`src/rtl/vga_timing_pkg.sv`:
```
// Shared VGA 640x480@60 Hz timing constants and the sync-polarity helper
// used by the display timing generator.
package vga_timing_pkg;

    localparam int unsigned H_ACTIVE = 640;
    localparam int unsigned H_FP     = 16;
    localparam int unsigned H_SYNC   = 96;
    localparam int unsigned H_BP     = 48;
    localparam int unsigned V_ACTIVE = 480;
    localparam int unsigned V_FP     = 10;
    localparam int unsigned V_SYNC   = 2;
    localparam int unsigned V_BP     = 33;
    localparam logic        SYNC_ACTIVE = 1'b0;

    localparam int unsigned H_TOTAL = H_ACTIVE + H_FP + H_SYNC + H_BP;
    localparam int unsigned V_TOTAL = V_ACTIVE + V_FP + V_SYNC + V_BP;

    localparam int unsigned H_SYNC_START = H_ACTIVE + H_FP;
    localparam int unsigned H_SYNC_END   = H_SYNC_START + H_SYNC - 1;
    localparam int unsigned V_SYNC_START = V_ACTIVE + V_FP;
    localparam int unsigned V_SYNC_END   = V_SYNC_START + V_SYNC - 1;

    localparam int unsigned COORD_W = 10;

    // Drive the asserted polarity inside the sync window, its inverse elsewhere.
    function automatic logic sync_level(input logic in_window, input logic polarity);
        if (in_window) begin
            return polarity;
        end else begin
            return ~polarity;
        end
    endfunction

endpackage

```
`src/rtl/vga_axis_counter.sv`:
```
// One axis of the raster: modulo counter with advance enable, wrap flag,
// and decodes for the active region and the sync window.
module vga_axis_counter
    import vga_timing_pkg::*;
#(
    parameter int unsigned TOTAL      = 800,
    parameter int unsigned ACTIVE     = 640,
    parameter int unsigned SYNC_START = 656,
    parameter int unsigned SYNC_END   = 751
) (
    input  logic               clk,
    input  logic               rst_n,
    input  logic               advance,
    output logic [COORD_W-1:0] cnt,
    output logic               wrap,
    output logic               active,
    output logic               in_sync
);

    localparam logic [COORD_W-1:0] LAST_C   = COORD_W'(TOTAL - 1);
    localparam logic [COORD_W-1:0] ACTIVE_C = COORD_W'(ACTIVE);
    localparam logic [COORD_W-1:0] SS_C     = COORD_W'(SYNC_START);
    localparam logic [COORD_W-1:0] SE_C     = COORD_W'(SYNC_END);

    logic [COORD_W-1:0] cnt_r;
    logic               at_last_s;

    // Terminal-count and region decodes of the current count.
    always_comb begin
        at_last_s = (cnt_r == LAST_C);
        active    = (cnt_r < ACTIVE_C);
        in_sync   = (cnt_r >= SS_C) && (cnt_r <= SE_C);
        if (advance && at_last_s) begin
            wrap = 1'b1;
        end else begin
            wrap = 1'b0;
        end
    end

    // Modulo-TOTAL counter, stepping only when advance is high.
    always_ff @(posedge clk or negedge rst_n) begin
        if (!rst_n) begin
            cnt_r <= {COORD_W{1'b0}};
        end else if (advance) begin
            if (at_last_s) begin
                cnt_r <= {COORD_W{1'b0}};
            end else begin
                cnt_r <= cnt_r + {{(COORD_W-1){1'b0}}, 1'b1};
            end
        end else begin
            cnt_r <= cnt_r;
        end
    end

    assign cnt = cnt_r;

endmodule

```
`src/rtl/vga_display.sv`:
```
// VGA raster timing generator: chains a pixel and a line counter, masks
// coordinates to the visible window and strobes once per frame.
module vga_display #(
    parameter int unsigned H_ACTIVE    = vga_timing_pkg::H_ACTIVE,
    parameter int unsigned H_FP        = vga_timing_pkg::H_FP,
    parameter int unsigned H_SYNC      = vga_timing_pkg::H_SYNC,
    parameter int unsigned H_BP        = vga_timing_pkg::H_BP,
    parameter int unsigned V_ACTIVE    = vga_timing_pkg::V_ACTIVE,
    parameter int unsigned V_FP        = vga_timing_pkg::V_FP,
    parameter int unsigned V_SYNC      = vga_timing_pkg::V_SYNC,
    parameter int unsigned V_BP        = vga_timing_pkg::V_BP,
    parameter logic        SYNC_ACTIVE = vga_timing_pkg::SYNC_ACTIVE
) (
    input  logic                               clk_25mhz,
    input  logic                               rst_n,
    output logic                               hsync,
    output logic                               vsync,
    output logic                               isDispRGB,
    output logic                               dispPulse,
    output logic [vga_timing_pkg::COORD_W-1:0] x,
    output logic [vga_timing_pkg::COORD_W-1:0] y
);

    import vga_timing_pkg::*;

    localparam int unsigned HT = H_ACTIVE + H_FP + H_SYNC + H_BP;
    localparam int unsigned VT = V_ACTIVE + V_FP + V_SYNC + V_BP;

    logic [COORD_W-1:0] h_cnt_s, v_cnt_s;
    logic h_wrap_s, v_wrap_s, h_active_s, v_active_s, h_sync_s, v_sync_s;
    logic disp_pulse_r;

    vga_axis_counter #(
        .TOTAL(HT), .ACTIVE(H_ACTIVE),
        .SYNC_START(H_ACTIVE + H_FP), .SYNC_END(H_ACTIVE + H_FP + H_SYNC - 1)
    ) u_h_axis (
        .clk(clk_25mhz), .rst_n(rst_n), .advance(1'b1),
        .cnt(h_cnt_s), .wrap(h_wrap_s), .active(h_active_s), .in_sync(h_sync_s)
    );

    // Lines advance once per completed pixel row.
    vga_axis_counter #(
        .TOTAL(VT), .ACTIVE(V_ACTIVE),
        .SYNC_START(V_ACTIVE + V_FP), .SYNC_END(V_ACTIVE + V_FP + V_SYNC - 1)
    ) u_v_axis (
        .clk(clk_25mhz), .rst_n(rst_n), .advance(h_wrap_s),
        .cnt(v_cnt_s), .wrap(v_wrap_s), .active(v_active_s), .in_sync(v_sync_s)
    );

    // Frame strobe lands on the edge where both axes return to zero.
    always_ff @(posedge clk_25mhz or negedge rst_n) begin
        if (!rst_n) begin
            disp_pulse_r <= 1'b0;
        end else begin
            disp_pulse_r <= h_wrap_s && v_wrap_s;
        end
    end

    // Same-cycle decodes of the counter registers.
    always_comb begin
        hsync     = sync_level(h_sync_s, SYNC_ACTIVE);
        vsync     = sync_level(v_sync_s, SYNC_ACTIVE);
        isDispRGB = h_active_s && v_active_s;
        if (h_active_s) begin
            x = h_cnt_s;
        end else begin
            x = {COORD_W{1'b0}};
        end
        if (v_active_s) begin
            y = v_cnt_s;
        end else begin
            y = {COORD_W{1'b0}};
        end
    end

    assign dispPulse = disp_pulse_r;

endmodule

```
`config.mk`:
```
export PLATFORM = sky130hd
export DESIGN_NAME = vga_display
export DESIGN_NICKNAME = d
export VERILOG_FILES = /design/src/rtl/vga_timing_pkg.sv /design/src/rtl/vga_axis_counter.sv /design/src/rtl/vga_display.sv
export SDC_FILE = /design/constraint.sdc
export NUM_CORES = 1
export LEC_CHECK = 0
export BUFFER_PORTS_ARGS = -buffer_cell sky130_fd_sc_hd__buf_2
export CAP_MARGIN = 20
export CORE_MARGIN = 1.5
export CORE_UTILIZATION = 40
export CTS_CLUSTER_DIAMETER = 150
export DETAILED_ROUTE_END_ITERATION = 12
export HOLD_SLACK_MARGIN = 0.15
export PLACE_DENSITY = 0.63
export REMOVE_ABC_BUFFERS = 1
export SETUP_SLACK_MARGIN = 0.4
export SLEW_MARGIN = 10
export SYNTH_ARGS = -nofsm -noshare
export SYNTH_HDL_FRONTEND = slang
export SYNTH_SLANG_ARGS = --single-unit
```
`constraint.sdc`:
```
create_clock -name clk_25mhz -period 2.24 [get_ports clk_25mhz]
set_input_delay 0.672 -clock clk_25mhz [delete_from_list [all_inputs] [get_ports clk_25mhz]]
set_output_delay 0.672 -clock clk_25mhz [all_outputs]
set_load 0.01 [all_outputs]
```
==> results of run 1 <==
==> area by class of cell <==
class | count | area, um^2 | share of cell area (%)
well taps | 33 | 41.3 | 2.05
flip-flops and latches | 21 | 533 | 26.5
repair buffers | 58 | 522 | 25.9
clock buffers | 4 | 26.3 | 1.31
inverters | 8 | 30.0 | 1.49
multi-input cells | 101 | 860 | 42.7
==> metrics by stage <==
stage,setup slack [ns],hold slack (ns),std cells
after global routing,0.0733,0.339,225
final,0.136,0.313,225
after global placement,0.167,0.507,191
after detailed placement,0.0997,0.519,191
after floorplan,0.187,0.376,129
after CTS,0.114,0.323,220
==> flip-flops by register name (all words and copies together) (netlist names) <==
signal / flops
u_h_axis.cnt: 10
u_v_axis.cnt: 10
dispPulse: 1
==> where the power goes <==
part | total (uW) | internal (uW) | switching, uW
Clock | 182 | 69.5 | 112
Sequential | 379 | 379 | 0
Combinational | 8.82 | 0.624 | 8.19
Total | 569 | 449 | 120
==> repair_timing <==
action | in CTS | in global routing
pin swaps | 23 | 15
setup buffers | 23 | 5
resized for setup | 40 | 44
gates cloned | 2 | 0
setup endpoints to repair | 27 | 38
==> per-layer routing <==
layer  global-route usage (%)  routed length (um)  vias up  share of wire (%)
met5                        0                   0        -                  0
met1                     28.2                1500      594                 42
li1                         -                   -      575                  -
met3                     2.20                 102        9                2.9
met2                     37.6                1900       29                 53
met4                     6.17                  63        0                1.8
==> critical path: cells and delay by family, from the launching register on <==
kind                   cells  cell delay, ns
AO/OA/AOI/OAI              1            0.15
buffers and inverters      2            0.23
flip-flops                 1            0.43
AND/OR/NAND/NOR            2            0.32
==> kinds of logic after synthesis <==
logic type / count (synthesis) / share of synthesized area [%]
other: 1 / 0.301
xor gates and xnor gates: 13 / 9.13
AOI/OAI and AO/OA: 11 / 5.12
adders and majority gates: 5 / 5.02
and+or+nand+nor: 70 / 34.5
buffers and inverters: 11 / 3.81
DFF: 21 / 42.1
==> worst max-delay path by stage <==
stage / slack [ns] / to / depth (start not counted) / startpoint
6_report: 0.14 / y[4] / 5 / u_v_axis.cnt[5]
5_1_grt: 0.07 / y[2] / 5 / u_v_axis.cnt[5]
4_1_cts: 0.11 / isDispRGB / 5 / u_v_axis.cnt[5]
3_5_place_dp: 0.1 / u_v_axis.cnt[9] / 4 / u_h_axis.cnt[6]
3_3_place_gp: 0.17 / u_v_axis.cnt[9] / 4 / u_h_axis.cnt[6]
2_1_floorplan: 0.19 / u_v_axis.cnt[9] / 4 / u_h_axis.cnt[5]
==> layout by cell type, fill, tap and decap left out, types with 6 or more instances in the layout <==
master,instances
inv_1,7
and2_4,14
xnor2_1,8
nand3_1,10
nand2_1,7
dfrtp_2,6
buf_4,20
buf_2,9
nor2_1,8
buf_6,29
dfrtp_1,15
==> key figures, run 1 <==
Pwr
  • Overall power: 569 uW
  • Static leakage: 0.000927 uW
  • Power Density: 283 nW/um^2
  • Max IR drop VDD: 0.000234 V

STA
  • Max Transition Viols Final: 0
  • F_max: 0.475 GHz
  • Min Tclk post-route: 2.10 ns
  • Finish-stage setup viols: 0
  • Final period util: 93.9%
  • Worst Skew: 0.00269 ns
  • Final hold vios: 0
  • Unrepaired setup endpoints after global routing: yes
  • Setup TNS: 0 ns

Synthesis
  • Warnings, synthesis: 0
  • Post-synth EDFFs: 0
  • Syn Inst Count: 132
  • Post-synthesis instance area: 1250 um^2
  • FF+latch count, synth: 21
  • Area contributors post-synth: dfrtp_1, and2_1, xnor2_1, ha_1, nand3_1
  • Sequential fraction of the synthesis area: 42.1%
  • Ys async rst share: 100%
  • Most area-hungry cell type in the Yosys netlist: dfrtp_1
  • Top FF cell, synth: dfrtp_1
  • Mean Syn Cell Area: 9.45 um^2
  • Synth top area share: 42.1%
  • Synth cell count leaders: dfrtp_1, and2_1, nand3_1, nor2_1
  • Top-count cell post-synth: dfrtp_1
  • Number of distinct library cells after synthesis: 30

Setup path
  • Req. time, crit path: 1.57 ns
  • CP Launch Type: register
  • Worst setup path class: reg2out
  • Worst Path Arrival: 1.43 ns
  • Slowest cell on crit path: dfrtp_2
  • Crit path max fanout: 5
  • Worst R2R Setup Slack: 0.23 ns
  • Capture point of the worst reg-to-reg path: u_v_axis.cnt[9]
  • CP Cell Sequence: and3_4 -> a21oi_4 -> buf_6 -> and2_4 -> buf_6
  • Slowest Stage Delay on Critical Path: 0.43 ns
  • Most Frequent Cell on Critical Path: buf_6
  • Worst setup EP type: output port
  • Reg-to-Reg Start: u_h_axis.cnt[7]
  • R2r worst-path depth: 4

Clock tree
  • Clock latency on the worst-skew pair: 0.30 ns
  • Clock slew at reported path FFs: 0.11 ns
  • CTS Buf Count: 3
  • Post-cts hold buffer count: 0
  • Root buf cell: clkbuf_4
  • Htree depth: 1
  • Clock tree buffer depth: 2
  • CTS sink cnt: 21
  • CTS tree: built

Placement
  • # port buffers: 24
  • Final GP Congestion: 0.775
  • Hpwl dp: 1.98 mm
  • Placed inst area: 1430 um^2

Detailed routing
  • Final ANT Viol Nets: 0
  • Pre-antenna DRT Iters: 4
  • Total Wirelength: 3.57 mm
  • DR iter-0 viols: 39
  • WL/cell: 15.9 um
  • Remaining DRCs: 0
  • Vias/cell: 5.36
  • Via Count: 1207

Global route
  • Antenna violations before repair: 0
  • Vias in the first global route: 1231
  • Global-route usage over all layers: 21.5%
  • Total congestion overflow: 0
  • Largest net degree at the start of global routing: 22
  • First-pass GRT wire length: 5.75 mm

Final layout
  • Final core occ: 67.0%
  • Fin nets: 200
  • Share of layout cells above drive strength 1: 54.7%
  • Final Instance Area: 2010 um^2
  • Area grow syn2layout: 61.3%
  • FILL cells: 234
  • N_diodes: 0

Die
  • Die Span X: 58.8 um
  • Die area: 3460 um^2
  • Initial Utilization: 41.5%
  • Row count: 20
  • CORE AREA: 3000 um^2
  • Die height: 58.8 um
  • Io pins: 26

Worst hold path
  • Type of the tightest min-delay check: in2async

Job
  • Max Cap Viol: 0

Status
  • Outcome: finished clean
(Power assumes the default switching activity.)
==> run 2: changes to the inputs <==
--- a/config.mk
+++ b/config.mk
@@ -7,12 +7,12 @@
 export LEC_CHECK = 0
 export BUFFER_PORTS_ARGS = -buffer_cell sky130_fd_sc_hd__buf_2
 export CAP_MARGIN = 20
-export CORE_MARGIN = 1.5
+export CORE_MARGIN = 2
 export CORE_UTILIZATION = 40
 export CTS_CLUSTER_DIAMETER = 150
 export DETAILED_ROUTE_END_ITERATION = 12
 export HOLD_SLACK_MARGIN = 0.15
-export PLACE_DENSITY = 0.63
+export PLACE_DENSITY = 0.71
 export REMOVE_ABC_BUFFERS = 1
 export SETUP_SLACK_MARGIN = 0.4
 export SLEW_MARGIN = 10
==> key figures, run 2 (synthesized netlist as in run 1, its figures left out) <==
Status
  • Outcome: finished clean

Setup path
  • Worst Path Arrival: 1.46 ns (+0.03 ns)
  • R2r worst-path depth: 5 (+1)
  • Req. time, crit path: 1.57 ns (about the same)
  • Crit path max fanout: 5 (unchanged)
  • CP Cell Sequence: and3_4 -> a21oi_4 -> buf_6 -> and2_4 -> buf_6
  • CP Launch Type: register
  • Worst setup path class: reg2out
  • Reg-to-Reg Start: u_h_axis.cnt[7]
  • Worst R2R Setup Slack: 0.17 ns (-0.06 ns)
  • Worst setup EP type: output port
  • Slowest Stage Delay on Critical Path: 0.43 ns (about the same)
  • Most Frequent Cell on Critical Path: buf_6
  • Capture point of the worst reg-to-reg path: u_v_axis.cnt[9]
  • Slowest cell on crit path: dfrtp_2

Clock tree
  • CTS Buf Count: 3 (unchanged)
  • CTS tree: built
  • Post-cts hold buffer count: 0 (unchanged)
  • Htree depth: 1 (unchanged)
  • Clock tree buffer depth: 2 (unchanged)
  • Root buf cell: clkbuf_4
  • CTS sink cnt: 21 (unchanged)
  • Clock slew at reported path FFs: 0.12 ns (about the same)
  • Clock latency on the worst-skew pair: 0.30 ns (about the same)

Pwr
  • Static leakage: 0.00100 uW (+8.1%)
  • Max IR drop VDD: 0.000211 V (-9.6%)
  • Power Density: 278 nW/um^2 (-1.7%)

STA
  • Min Tclk post-route: 2.13 ns (+0.0242 ns)
  • Final hold vios: 0 (unchanged)
  • Final worst slack: 0.111 ns (-0.0242 ns)
  • Worst Skew: 0.00273 ns (+0.0000389 ns)
  • Slew margin rel.: 65.1%
  • Setup TNS: 0 ns (unchanged)
  • Max Transition Viols Final: 0 (unchanged)
  • F_max: 0.470 GHz (-1.1%)
  • Finish-stage setup viols: 0 (unchanged)
  • Final period util: 95.0% (+1.1 points)
  • Slew at the pin closest to its max-slew limit: 0.522 ns
  • Unrepaired setup endpoints after global routing: yes

Global route
  • First-pass GRT wire length: 5.08 mm (-12%)
  • Largest net degree at the start of global routing: 22 (unchanged)
  • Global-route usage over all layers: 19.0% (-2.6 points)
  • Antenna violations before repair: 0 (unchanged)
  • Total congestion overflow: 0 (unchanged)
  • Vias in the first global route: 1120 (-9.0%)

Detailed routing
  • Remaining DRCs: 0 (unchanged)
  • Via Count: 1204 (-0.25%)
  • Final ANT Viol Nets: 0 (unchanged)
  • Pre-antenna DRT Iters: 4 (unchanged)
  • Total Wirelength: 3.50 mm (-2.0%)
  • WL/cell: 15.5 um (-2.4%)
  • Vias/cell: 5.33 (-0.69%)
  • DR iter-0 viols: 37 (-5.1%)

Die
  • Die Span X: 59.8 um (+1.7%)
  • Row count: 20 (unchanged)
  • Die height: 59.8 um (+1.7%)
  • CORE AREA: 3000 um^2 (unchanged)
  • Die area: 3580 um^2 (+3.4%)
  • Io pins: 26 (unchanged)
  • Initial Utilization: 41.5% (unchanged)

Placement
  • Pre-CTS setup slack: 0.120 ns (+0.0207 ns)
  • Hpwl dp: 1.92 mm (-3.0%)
  • # port buffers: 24 (unchanged)
  • Final GP Congestion: 0.810 (+4.5%)

Job
  • Max Cap Viol: 0 (unchanged)

Final layout
  • Most frequent cells in the layout: buf_6, dfrtp_1, and2_4
  • Commonest non-fill, non-tap cell in the layout: buf_6
  • N_diodes: 0 (unchanged)
  • Area grow syn2layout: 65.2%
  • Share of layout cells above drive strength 1: 54.9% (+0.23 points)
  • Fin nets: 201 (+0.50%)

Worst hold path
  • Type of the tightest min-delay check: in2async
==> run 2: how the worst max path moves through the flow <==
| stage | from | to | depth (start not counted) |
|---|---|---|---|
| CTS | u_v_axis.cnt[5] | y[5] | 5 |
| global route | u_v_axis.cnt[5] | y[4] | 5 |
| detailed placement | u_h_axis.cnt[6] | u_v_axis.cnt[9] | 4 |
| global placement | u_h_axis.cnt[6] | u_v_axis.cnt[9] | 4 |
| finish | u_v_axis.cnt[5] | y[4] | 5 |
| floorplan | u_h_axis.cnt[5] | u_v_axis.cnt[9] | 4 |
==> run 2: per-stage QoR <==
| step | instances | utilization (%) | total power, uW | area [um^2] | hold WS (ns) |
|---|---|---|---|---|---|
| after floorplan | 129 | - | 387 | 1230 | 0.376 |
| after global placement | 192 | 47.8 | 395 | 1440 | 0.506 |
| after detailed placement | 192 | 47.8 | 395 | 1440 | 0.511 |
| after CTS | 220 | 57.6 | 575 | 1730 | 0.314 |
| after global routing | 226 | 68.6 | 597 | 2060 | 0.317 |
| final | 226 | 68.6 | 573 | 2060 | 0.300 |
==> run 2: power by group <==
| part | internal [uW] | leakage [uW] | switching [uW] | total, uW |
|---|---|---|---|---|
| clock | 69.3 | 0.0000150 | 117 | 186 |
| combinational | 0.626 | 0.000715 | 7.78 | 8.41 |
| sequential | 379 | 0.000272 | 0 | 379 |
| total | 449 | 0.00100 | 124 | 573 |
==> run 2: critical path, delay by kind of cell, from the launching register on <==
kind	cells	cell delay, ns
AO/OA/AOI/OAI	1	0.17
flip-flops	1	0.43
buffers and inverters	2	0.23
AND/OR/NAND/NOR	2	0.33
==> run 2: layout make-up <==
type                            instances  area (um^2)
Multi-Input combinational cell        100          865
Fill cell                             244          942
Clock buffer                            4         26.3
Inverter                                8         30.0
Sequential cell                        21          531
Tap cell                               33         41.3
Timing Repair Buffer                   60          568
==> run 2: layer usage <==
metal	GRT usage [%]	part of all wire, %	up-vias
met4	6.35	0.83	0
met2	33.5	56	26
met3	2.81	3.0	4
met5	0	0	-
met1	23.4	40	602
li1	-	-	572
==> run 2: timing repair <==
| action | in CTS | in global routing |
|---|---|---|
| pin swaps | 17 | 23 |
| endpoints found under the setup margin | 28 | 33 |
| gates cloned | 2 | 0 |
| resized for setup | 27 | 65 |
| buffers inserted | 22 | 6 |
==> run 3: changes to the inputs <==
--- a/config.mk
+++ b/config.mk
@@ -5,6 +5,7 @@
 export SDC_FILE = /design/constraint.sdc
 export NUM_CORES = 1
 export LEC_CHECK = 0
+export ABC_AREA = 1
 export BUFFER_PORTS_ARGS = -buffer_cell sky130_fd_sc_hd__buf_2
 export CAP_MARGIN = 20
 export CORE_MARGIN = 2
==> key figures, run 3 <==
Status
  • Outcome: finished clean

Synthesis
  • Top-count cell post-synth: nor2_1
  • Post-synthesis instance area: 1350 um^2 (+8.5%)
  • Sequential fraction of the synthesis area: 38.8% (-3.3 points)
  • Mean Syn Cell Area: 6.87 um^2 (-27%)
  • Most area-hungry cell type in the Yosys netlist: dfrtp_1
  • Synth cell count leaders: nor2_1, inv_1, nand2_1, dfrtp_1
  • Area contributors post-synth: dfrtp_1, nor2_1, inv_1, nand2_1, ha_1
  • FF+latch count, synth: 21 (unchanged)
  • Warnings, synthesis: 0 (unchanged)
  • Top FF cell, synth: dfrtp_1
  • Ys async rst share: 100% (unchanged)
  • Syn Inst Count: 197 (+49%)
  • Post-synth EDFFs: 0 (unchanged)
  • Synth top area share: 38.8% (-3.3 points)
  • Number of distinct library cells after synthesis: 24 (-20%)

Setup path
  • Critical path capture point: u_v_axis.cnt[9]
  • Worst R2R Setup Slack: 0.03 ns (-0.14 ns)
  • CP Launch Type: register
  • Critical Path Start: u_v_axis.cnt[6]
  • R2r worst-path depth: 15 (+10)
  • Capture point of the worst reg-to-reg path: u_v_axis.cnt[9]
  • Worst Path Arrival: 2.43 ns (+0.97 ns)
  • Worst setup EP type: register
  • Req. time, crit path: 2.47 ns (+0.90 ns)
  • Reg-to-Reg Start: u_v_axis.cnt[6]
  • Crit path max fanout: 2 (-3)
  • Worst setup path class: reg2reg

Clock tree
  • Clock slew at reported path FFs: 0.15 ns (+0.03 ns)
  • Htree depth: 1 (unchanged)
  • Post-cts hold buffer count: 0 (unchanged)
  • CTS tree: built
  • Clock tree buffer depth: 2 (unchanged)
  • CTS sink cnt: 21 (unchanged)
  • CTS Buf Count: 3 (unchanged)
  • Clock latency on the worst-skew pair: 0.31 ns (about the same)
  • Root buf cell: clkbuf_4

Global route
  • First-pass GRT wire length: 5.99 mm (+18%)
  • Met3 GRT Util: 3.26% (+0.45 points)
  • Largest net degree at the start of global routing: 22 (unchanged)
  • Vias in the first global route: 1300 (+16%)
  • Met1 usage: 26.0% (+2.7 points)
  • Met2 Usage GRT: 30.4% (-3.1 points)
  • Total congestion overflow: 0 (unchanged)
  • Antenna violations before repair: 0 (unchanged)
  • Global-route usage over all layers: 19.3% (+0.35 points)
  • Layer with the highest usage: met2

STA
  • Final hold vios: 0 (unchanged)
  • Max Transition Viols Final: 0 (unchanged)
  • Worst hold slack: 0.296 ns (-0.00417 ns)
  • Final period util: 98.5% (+3.5 points)
  • Worst Skew: 0.0138 ns (+0.0111 ns)
  • Unrepaired setup endpoints after global routing: yes
  • Final worst slack: 0.0337 ns (-0.0777 ns)
  • Finish-stage setup viols: 0 (unchanged)
  • F_max: 0.453 GHz (-3.5%)
  • Min Tclk post-route: 2.21 ns (+0.0777 ns)

Pwr
  • Sequential power share: 64.4% (-1.7 points)
  • Internal power: 446 uW (-0.57%)
  • Switching Share: 24.1% (+2.4 points)
  • Power Density: 282 nW/um^2 (+1.3%)
  • Part of the power in the clock network: 34.1% (+1.7 points)
  • Static leakage: 0.00101 uW (+0.68%)
  • Max IR drop VDD: 0.000233 V (+10%)
  • Switch Pwr: 142 uW (+14%)
  • Logic pwr share: 1.5% (about the same)

Final layout
  • Most frequent cells in the layout: nand2_1, nor2_1, inv_1
  • N_diodes: 0 (unchanged)
  • Area grow syn2layout: 54.3%
  • Share of layout cells above drive strength 1: 38.6% (-16 points)
  • Final core occ: 63.6% (-5.0 points)
  • Final Instance Area: 2090 um^2 (+1.3%)
  • Fin nets: 262 (+30%)
  • Final cell count without fillers: 300 (+33%)
  • Commonest non-fill, non-tap cell in the layout: nand2_1
  • FILL cells: 274 (+12%)

Placement
  • # port buffers: 24 (unchanged)
  • Placed insts: 268 (+40%)
  • Hpwl dp: 2.29 mm (+19%)
  • Pre-CTS setup slack: 0.252 ns (+0.132 ns)
  • Final GP Congestion: 0.891 (+9.9%)
  • Placed inst area: 1540 um^2 (+7.1%)

Worst hold path
  • Type of the tightest min-delay check: in2async

Detailed routing
  • Final ANT Viol Nets: 0 (unchanged)
  • Via Count: 1485 (+23%)
  • WL/cell: 13.8 um (-11%)
  • Total Wirelength: 4.15 mm (+19%)
  • Remaining DRCs: 0 (unchanged)
  • DR iter-0 viols: 61 (+65%)
  • Pre-antenna DRT Iters: 4 (unchanged)
  • Vias/cell: 4.95 (-7.1%)

Die
  • Initial Utilization: 41.2% (-0.32 points)
  • Io pins: 26 (unchanged)
  • Die Span X: 62.2 um (+3.9%)
  • Row count: 21 (+5.0%)
  • CORE AREA: 3280 um^2 (+9.4%)
  • Die height: 62.2 um (+3.9%)
  • Die area: 3870 um^2 (+7.9%)

Job
  • Max Cap Viol: 0 (unchanged)
[run 3: cell families (layout without fill, tap and decap cells)]
kind of cell	count (synthesis)	count (layout)	synth area share [%]
AND/OR/NAND/NOR	110	110	35.6
buffers and inverters	38	95	10.9
flip-flops	21	21	38.8
AO/OA/AOI/OAI	19	19	7.86
adder cells (fa/ha/maj)	5	5	4.62
XOR/XNOR	3	3	1.94
other	1	1	0.277
[run 3: metrics by stage]
step / setup TNS [ns] / power, uW
floorplan: 0 / 387
global placement: 0 / 396
detailed placement: 0 / 396
CTS: 0 / 581
global route: -0.402 / 605
finish: 0 / 588
[run 3: what timing repair did]
action                     4_1_cts  5_1_grt
setup endpoints to repair       21       22
gates resized for setup         20       59
gates cloned                     1        1
pin swaps                        5       12
setup buffers                   19        7
[run 3: area by class of cell]
type | count | area, um^2 | share of cell area (%)
repair inverters | 1 | 11.3 | 0.539
repair buffers | 53 | 465 | 22.3
clock buffers | 3 | 22.5 | 1.08
inverters | 37 | 148 | 7.07
multi-input cells | 138 | 851 | 40.7
flip-flops and latches | 21 | 528 | 25.3
well taps | 46 | 57.6 | 2.76
clock inverters | 1 | 5.00 | 0.240
[run 3: per-layer routing]
metal	wire length [um]	share of wire, %	vias to the layer above
li1	-	-	721
met1	1790	43	697
met2	2060	50	57
met3	203	4.9	10
met4	98	2.4	0
met5	0	0	-
[run 3: power by group through the flow]
stage,clock (uW),sequential (uW),combinational [uW]
floorplan,0,386,0.724
global placement,0,386,9.40
detailed placement,0,386,9.50
CTS,192,379,9.44
global route,215,379,10.7
finish,201,379,8.83
[run 3: worst max-delay path, cell delays in order, from the launching register on]
cell,delay [ns]
dfrtp_1,0.42
nand4_1,0.19
buf_4,0.18
buf_4,0.12
buf_6,0.11
buf_4,0.12
buf_4,0.12
buf_4,0.12
buf_4,0.13
buf_6,0.11
buf_6,0.11
buf_6,0.11
nor2_4,0.09
nand3_2,0.08
nand2_1,0.08
nor2_1,0.04
[run 3: how the worst min path moves through the flow]
stage	endpoint
global route	u_h_axis.cnt[0]
finish	u_h_axis.cnt[0]
detailed placement	u_h_axis.cnt[2]
global placement	u_h_axis.cnt[2]
CTS	u_h_axis.cnt[1]
floorplan	dispPulse
